==> src/rtl/beamform_pkg.sv <==
// Shared types and default sizing for the delay-and-sum beamformer.
package beamform_pkg;

    localparam int unsigned BF_MICS      = 2;
    localparam int unsigned BF_SAMPLE_W  = 24;
    localparam int unsigned BF_MAX_DELAY = 16;

    typedef logic signed [BF_SAMPLE_W-1:0] sample_t;

    typedef enum logic [1:0] {IDLE, WRITE, SUM, DONE} bf_state_t;

endpackage

==> src/rtl/sample_history_ram.sv <==
// Per-mic circular sample history: one bank per mic written together, one synchronous read port
// addressed {mic, ptr}.
module sample_history_ram #(
    parameter int unsigned MICS     = 2,
    parameter int unsigned SAMPLE_W = 24,
    parameter int unsigned DEPTH    = 16,
    localparam int unsigned PTR_W   = $clog2(DEPTH),
    localparam int unsigned MIC_W   = (MICS > 1) ? $clog2(MICS) : 1
) (
    input  logic                          clk_in,
    input  logic                          wr_en,
    input  logic [PTR_W-1:0]              wr_ptr,
    input  logic [MICS-1:0][SAMPLE_W-1:0] wr_data,
    input  logic                          rd_en,
    input  logic [MIC_W-1:0]              rd_mic,
    input  logic [PTR_W-1:0]              rd_ptr,
    output logic [SAMPLE_W-1:0]           rd_data
);

    logic [SAMPLE_W-1:0] mem [MICS][DEPTH];

    always_ff @(posedge clk_in) begin
        if (wr_en) begin
            for (int m = 0; m < MICS; m++) begin
                mem[m][wr_ptr] <= wr_data[m];
            end
        end
        if (rd_en) begin
            rd_data <= mem[rd_mic][rd_ptr];
        end
    end

endmodule

==> src/rtl/delay_sum_beamformer.sv <==
// Delay-and-sum stage: stores each TDM frame into per-mic history, then sums one delayed
// sample per mic and emits the sum plus a scaled copy at input width.
module delay_sum_beamformer
    import beamform_pkg::*;
#(
    parameter int unsigned MICS      = BF_MICS,
    parameter int unsigned SAMPLE_W  = BF_SAMPLE_W,
    parameter int unsigned MAX_DELAY = BF_MAX_DELAY,
    localparam int unsigned DLY_W    = $clog2(MAX_DELAY),
    localparam int unsigned SUM_W    = SAMPLE_W + $clog2(MICS)
) (
    input  logic                          clk_in,
    input  logic                          rst_in,
    input  logic [MICS-1:0][SAMPLE_W-1:0] audio_in,
    input  logic                          audio_valid_in,
    input  logic [MICS-1:0][DLY_W-1:0]    delay_in,
    output logic signed [SUM_W-1:0]       sum_out,
    output logic [SAMPLE_W-1:0]           scaled_out,
    output logic                          sum_valid_out,
    output logic                          busy_out,
    output logic                          drop_out
);

    localparam int unsigned   MIC_W    = (MICS > 1) ? $clog2(MICS) : 1;
    localparam int unsigned   SHIFT    = $clog2(MICS);
    localparam logic [DLY_W:0] FILL_MAX = (DLY_W + 1)'(MAX_DELAY);
    localparam logic [MIC_W-1:0] LAST_MIC = MIC_W'(MICS - 1);

    bf_state_t state_q, state_d;

    logic                       valid_q, prev_q, rise;
    logic [MIC_W-1:0]           cnt_q;
    logic [DLY_W-1:0]           wp_q;
    logic [DLY_W:0]             fill_q;
    logic [MICS-1:0][DLY_W-1:0] dly_q;
    logic signed [SUM_W-1:0]    acc_q, acc_sum, term, sum_q;
    logic [SAMPLE_W-1:0]        scaled_q;
    logic                       rd_pend_q, rd_mask_q, sum_valid_q, drop_q;
    logic                       ram_we, ram_re, term_mask;
    logic [DLY_W-1:0]           cur_dly, rd_ptr;
    logic [SAMPLE_W-1:0]        rd_data;

    // Edge detect runs on the registered copy so the frame start is a clean one-cycle event.
    assign rise = valid_q & ~prev_q;

    always_ff @(posedge clk_in or negedge rst_in) begin
        if (!rst_in) begin
            state_q <= IDLE;
        end else begin
            state_q <= state_d;
        end
    end

    always_comb begin
        state_d = state_q;
        case (state_q)
            IDLE:    if (rise) state_d = WRITE;
            WRITE:   state_d = SUM;
            SUM:     if (cnt_q == LAST_MIC) state_d = DONE;
            DONE:    state_d = IDLE;
            default: state_d = IDLE;
        endcase
    end

    always_comb begin
        busy_out  = (state_q != IDLE);
        ram_we    = (state_q == WRITE);
        ram_re    = (state_q == SUM);
        cur_dly   = dly_q[cnt_q];
        rd_ptr    = wp_q - cur_dly;
        // A delay reaching past the frames written since reset reads stale memory; mask it.
        term_mask = ({1'b0, cur_dly} >= fill_q);
    end

    always_comb begin
        if (rd_mask_q) begin
            term = '0;
        end else begin
            term = SUM_W'($signed(rd_data));
        end
        if (rd_pend_q) begin
            acc_sum = acc_q + term;
        end else begin
            acc_sum = acc_q;
        end
    end

    sample_history_ram #(
        .MICS     (MICS),
        .SAMPLE_W (SAMPLE_W),
        .DEPTH    (MAX_DELAY)
    ) u_hist (
        .clk_in  (clk_in),
        .wr_en   (ram_we),
        .wr_ptr  (wp_q),
        .wr_data (audio_in),
        .rd_en   (ram_re),
        .rd_mic  (cnt_q),
        .rd_ptr  (rd_ptr),
        .rd_data (rd_data)
    );

    always_ff @(posedge clk_in or negedge rst_in) begin
        if (!rst_in) begin
            valid_q     <= 1'b0;
            prev_q      <= 1'b0;
            cnt_q       <= '0;
            wp_q        <= '0;
            fill_q      <= '0;
            dly_q       <= '0;
            acc_q       <= '0;
            sum_q       <= '0;
            scaled_q    <= '0;
            rd_pend_q   <= 1'b0;
            rd_mask_q   <= 1'b0;
            sum_valid_q <= 1'b0;
            drop_q      <= 1'b0;
        end else begin
            valid_q     <= audio_valid_in;
            prev_q      <= valid_q;
            drop_q      <= rise && (state_q != IDLE);
            sum_valid_q <= (state_q == DONE);
            rd_pend_q   <= ram_re;
            rd_mask_q   <= term_mask;
            acc_q       <= acc_sum;
            case (state_q)
                WRITE: begin
                    dly_q  <= delay_in;
                    acc_q  <= '0;
                    cnt_q  <= '0;
                    fill_q <= (fill_q == FILL_MAX) ? fill_q : fill_q + 1'b1;
                end
                SUM: cnt_q <= cnt_q + 1'b1;
                DONE: begin
                    sum_q    <= acc_sum;
                    scaled_q <= SAMPLE_W'(acc_sum >>> SHIFT);
                    wp_q     <= wp_q + 1'b1;
                end
                default: ;
            endcase
        end
    end

    assign sum_out       = sum_q;
    assign scaled_out    = scaled_q;
    assign sum_valid_out = sum_valid_q;
    assign drop_out      = drop_q;

endmodule
==> config.mk <==
export PLATFORM = sky130hd
export DESIGN_NAME = delay_sum_beamformer
export DESIGN_NICKNAME = d
export VERILOG_FILES = /design/src/rtl/beamform_pkg.sv /design/src/rtl/sample_history_ram.sv /design/src/rtl/delay_sum_beamformer.sv
export SDC_FILE = /design/constraint.sdc
export NUM_CORES = 1
export LEC_CHECK = 0
export ABC_AREA = 0
export CORE_ASPECT_RATIO = 1.1
export CORE_MARGIN = 5
export CORE_UTILIZATION = 35
export CTS_CLUSTER_DIAMETER = 30
export DETAILED_ROUTE_END_ITERATION = 6
export DONT_BUFFER_PORTS = 1
export GPL_ROUTABILITY_DRIVEN = 0
export PLACE_DENSITY = 0.56
export SLEW_MARGIN = 5
export SYNTH_ARGS = -nofsm -noshare
export SYNTH_HDL_FRONTEND = slang
export SYNTH_SLANG_ARGS = --single-unit
export TNS_END_PERCENT = 20
==> constraint.sdc <==
create_clock -name clk_in -period 16.8 [get_ports clk_in]
set_clock_uncertainty 0.1 [all_clocks]
set_input_delay 3.36 -clock clk_in [delete_from_list [all_inputs] [get_ports clk_in]]
set_output_delay 3.36 -clock clk_in [all_outputs]
set_load 0.005 [all_outputs]
==> impl_metrics.toml <==
[floorplanning]
num_rows = 121
initial_utilization = 0.351
io_pins = 111
dieArea_um2 = 105000
die-width_um = 310
core_um2 = 98700
die_height_um = 340

[critical_path]
worst-path-buf-inv = 2
critPathArrivalTime_ns = 1.55
critical-path-max-stage-delay_ns = 0.40
reg2reg_depth = 7
endpoint_kind = "output port"
r2r-start = "cnt_q"
start_kind = "register"
rrSetupSlack_ns = 11.99
slowest_stage = "dfrtp_1"
crit_family = "flip-flops"
cp_cell_sequence = "inv_1 -> ha_1 -> inv_1"
crit_fanout = 4
critPathKind = "reg -> out"
crit_top_cell = "inv_1"
timing.rr.end = "u_hist.rd_data[11]"
worst_ep_required_time_ns = 13.34

[route]
detail_route.wl_per_cell_um = 24.0
ant_nets = 0
route.detailed.drc = 0
routed_via_density = 5.12
dr_total_vias = 16200
dr.pass1.iters = 4
wirelength_um = 75900
drtIter0Drc = 1135

[clocking]
cts_max_level = 4
clock_path_buffers = 3
cts_tree = "yes"
cts_resized = 0
cts.sinks = 868
postCtsSetupBuffers = 0
cts_buffers = 162
clock_latency_ns = 0.72
cts.clk_slew.worst_paths_ns = 0.04
cts_root_buf = "clkbuf_16"
cts_hold_buf = 0

[sta]
finalSetupViolations = 0
setup_ws_ns = 11.79
rsz0062_at_grt = "no"
finalHoldViolCount = 0
fmax_mhz = 199
slew_violations = 0
finalCritPeriodShare = 0.298
relSlewSlack = 0.266
tightest_slew_ns = 1.10
setup_tns_ns = 0
min_period_ns = 5.01

[logic_synthesis]
synth_top_area_share = 0.686
synth-simple-area-share = 0.0232
synth_edf_count = 792
synth_fp_nets = 1747
synthDistinctLibCells = 51
synth_seq_cells = 868
synth_mux_area_frac = 0.174
synthTopCellsByCount = "edfxtp_1, mux4_2, dfrtp_1, nor2_1, clkbuf_1"
synth_top_family_by_area = "multiplexers"
synth_most_common_cell = "edfxtp_1"
synthXorXnorAreaFrac = 0.00675
yosys_warnings = 0
synth_adder_area_share = 0.0160
synth-compound-area-share = 0.0213
yosysTopAreaCell = "edfxtp_1"
postSynthCellCount = 1645
ys_top_cells_by_area = "edfxtp_1, mux4_2, dfrtp_1"
syn_avg_cell_area_um2 = 21.1
async_reset_ff_frac = 0.0876
synth_area_um2 = 34700
ys_seq_area_frac = 0.741
synthFlopType = "edfxtp_1"

[placed_design]
io_buffers = 0
dp_slack_ns = 11.85
dp_hpwl_um = 39200

[job]
maxCapViolCount = 0

[global_route]
grt_pass1_vias = 17800
grt_pass1_wl_um = 114000
overflow = 0
grt_usage = 0.145
antenna_found_initial = 3
grt_start_max_net_pins = 132

[cells_and_area]
areaGrowthSynthToFinish_pct = 20.2
drive_gt1_frac = 0.313
finalNetCount = 1838
diodes = 0
multi_input_area_um2 = 8510
nFillCells = 8438
seqCellArea_um2 = 25700

[min_path]
hold_class = "reg -> reg"
hold_path_depth = 0
hold_path_end = "prev_q"
min_from = "valid_q"

[power]
ir_drop_mv = 0.246
cellPowerDensity_nw_per_um2 = 219
leakagePower_nw = 13.8

[run_status]
outcome = "finished, final reports clean"
sequential cells by signal, indices dropped and copies added (netlist names):
name,count
sum_out,25
drop_out,1
u_hist.rd_data,24
prev_q,1
dly_q,8
fill_q,5
state_q,2
rd_pend_q,1
rd_mask_q,1
u_hist.mem,768
sum_valid_out,1
acc_q,25
valid_q,1
cnt_q,1
wp_q,4
cell type report:
type | count | area share
clock buffers | 193 | 0.103
inverters | 25 | 0.00225
repair buffers | 28 | 0.00565
clock inverters | 106 | 0.0290
multi-input cells | 651 | 0.204
flip-flops and latches | 868 | 0.617
well taps | 1291 | 0.0388
cell families (layout without fill, tap and decap cells):
family,after synthesis,after routing
AO/OA/AOI/OAI,123,123
AND/OR/NAND/NOR,171,171
buffers and inverters,126,352
XOR/XNOR,25,25
adder cells (fa/ha/maj),43,43
multiplexers,289,289
flip-flops,868,868
per-stage QoR:
| step | instance area, µm² | hold slack, ns | std cells | util | power [mW] |
|---|---|---|---|---|---|
| after CTS | 41700 | 0.298 | 3162 | 0.422 | 9.28 |
| after detailed placement | 36100 | 0.275 | 2863 | 0.366 | 6.08 |
| after global placement | 36100 | 0.268 | 2863 | 0.366 | 6.03 |
| after floorplan | 34700 | 0.255 | 1645 | - | 5.31 |
| after global routing | 41700 | 0.308 | 3162 | 0.422 | 9.59 |
| final | 41700 | 0.299 | 3162 | 0.422 | 9.14 |
where the power goes:
part,leakage (nW),internal [mW],switching (mW)
Sequential,8.09,2.68,0.175
Combinational,3.11,1.62,1.50
Clock,2.62,2.05,1.12
Total,13.8,6.35,2.79
layout by cell type, fill, tap and decap left out, drive strengths merged, types with 32 or more instances in the layout:
cell / netlist / layout
ha: 41 / 41
clkbuf: 62 / 193
a21oi: 59 / 59
nor2: 67 / 67
mux4: 240 / 240
edfxtp: 792 / 792
nand2: 32 / 32
mux2: 35 / 35
clkinv: 1 / 60
dfrtp: 76 / 76
inv: 24 / 37
layer usage:
metal	vias up	routed length, µm	global-route usage
met5	-	0	0
met4	0	1230	0.0427
li1	6993	-	-
met2	464	38100	0.241
met1	8627	31500	0.187
met3	113	5080	0.0387
worst max path at each step:
stage                         end  slack [ns]  cells past startpoint       start
2_1_floorplan  u_hist.mem[0][288]       11.51                      6  state_q[1]
3_3_place_gp    u_hist.rd_data[6]       11.89                      7       cnt_q
3_5_place_dp   u_hist.rd_data[11]       11.85                      7       cnt_q
4_1_cts                  busy_out       11.71                      3  state_q[1]
5_1_grt                  busy_out       11.66                      3  state_q[1]
6_report                 busy_out       11.79                      3  state_q[1]
Power figures use the tool's default switching activity.
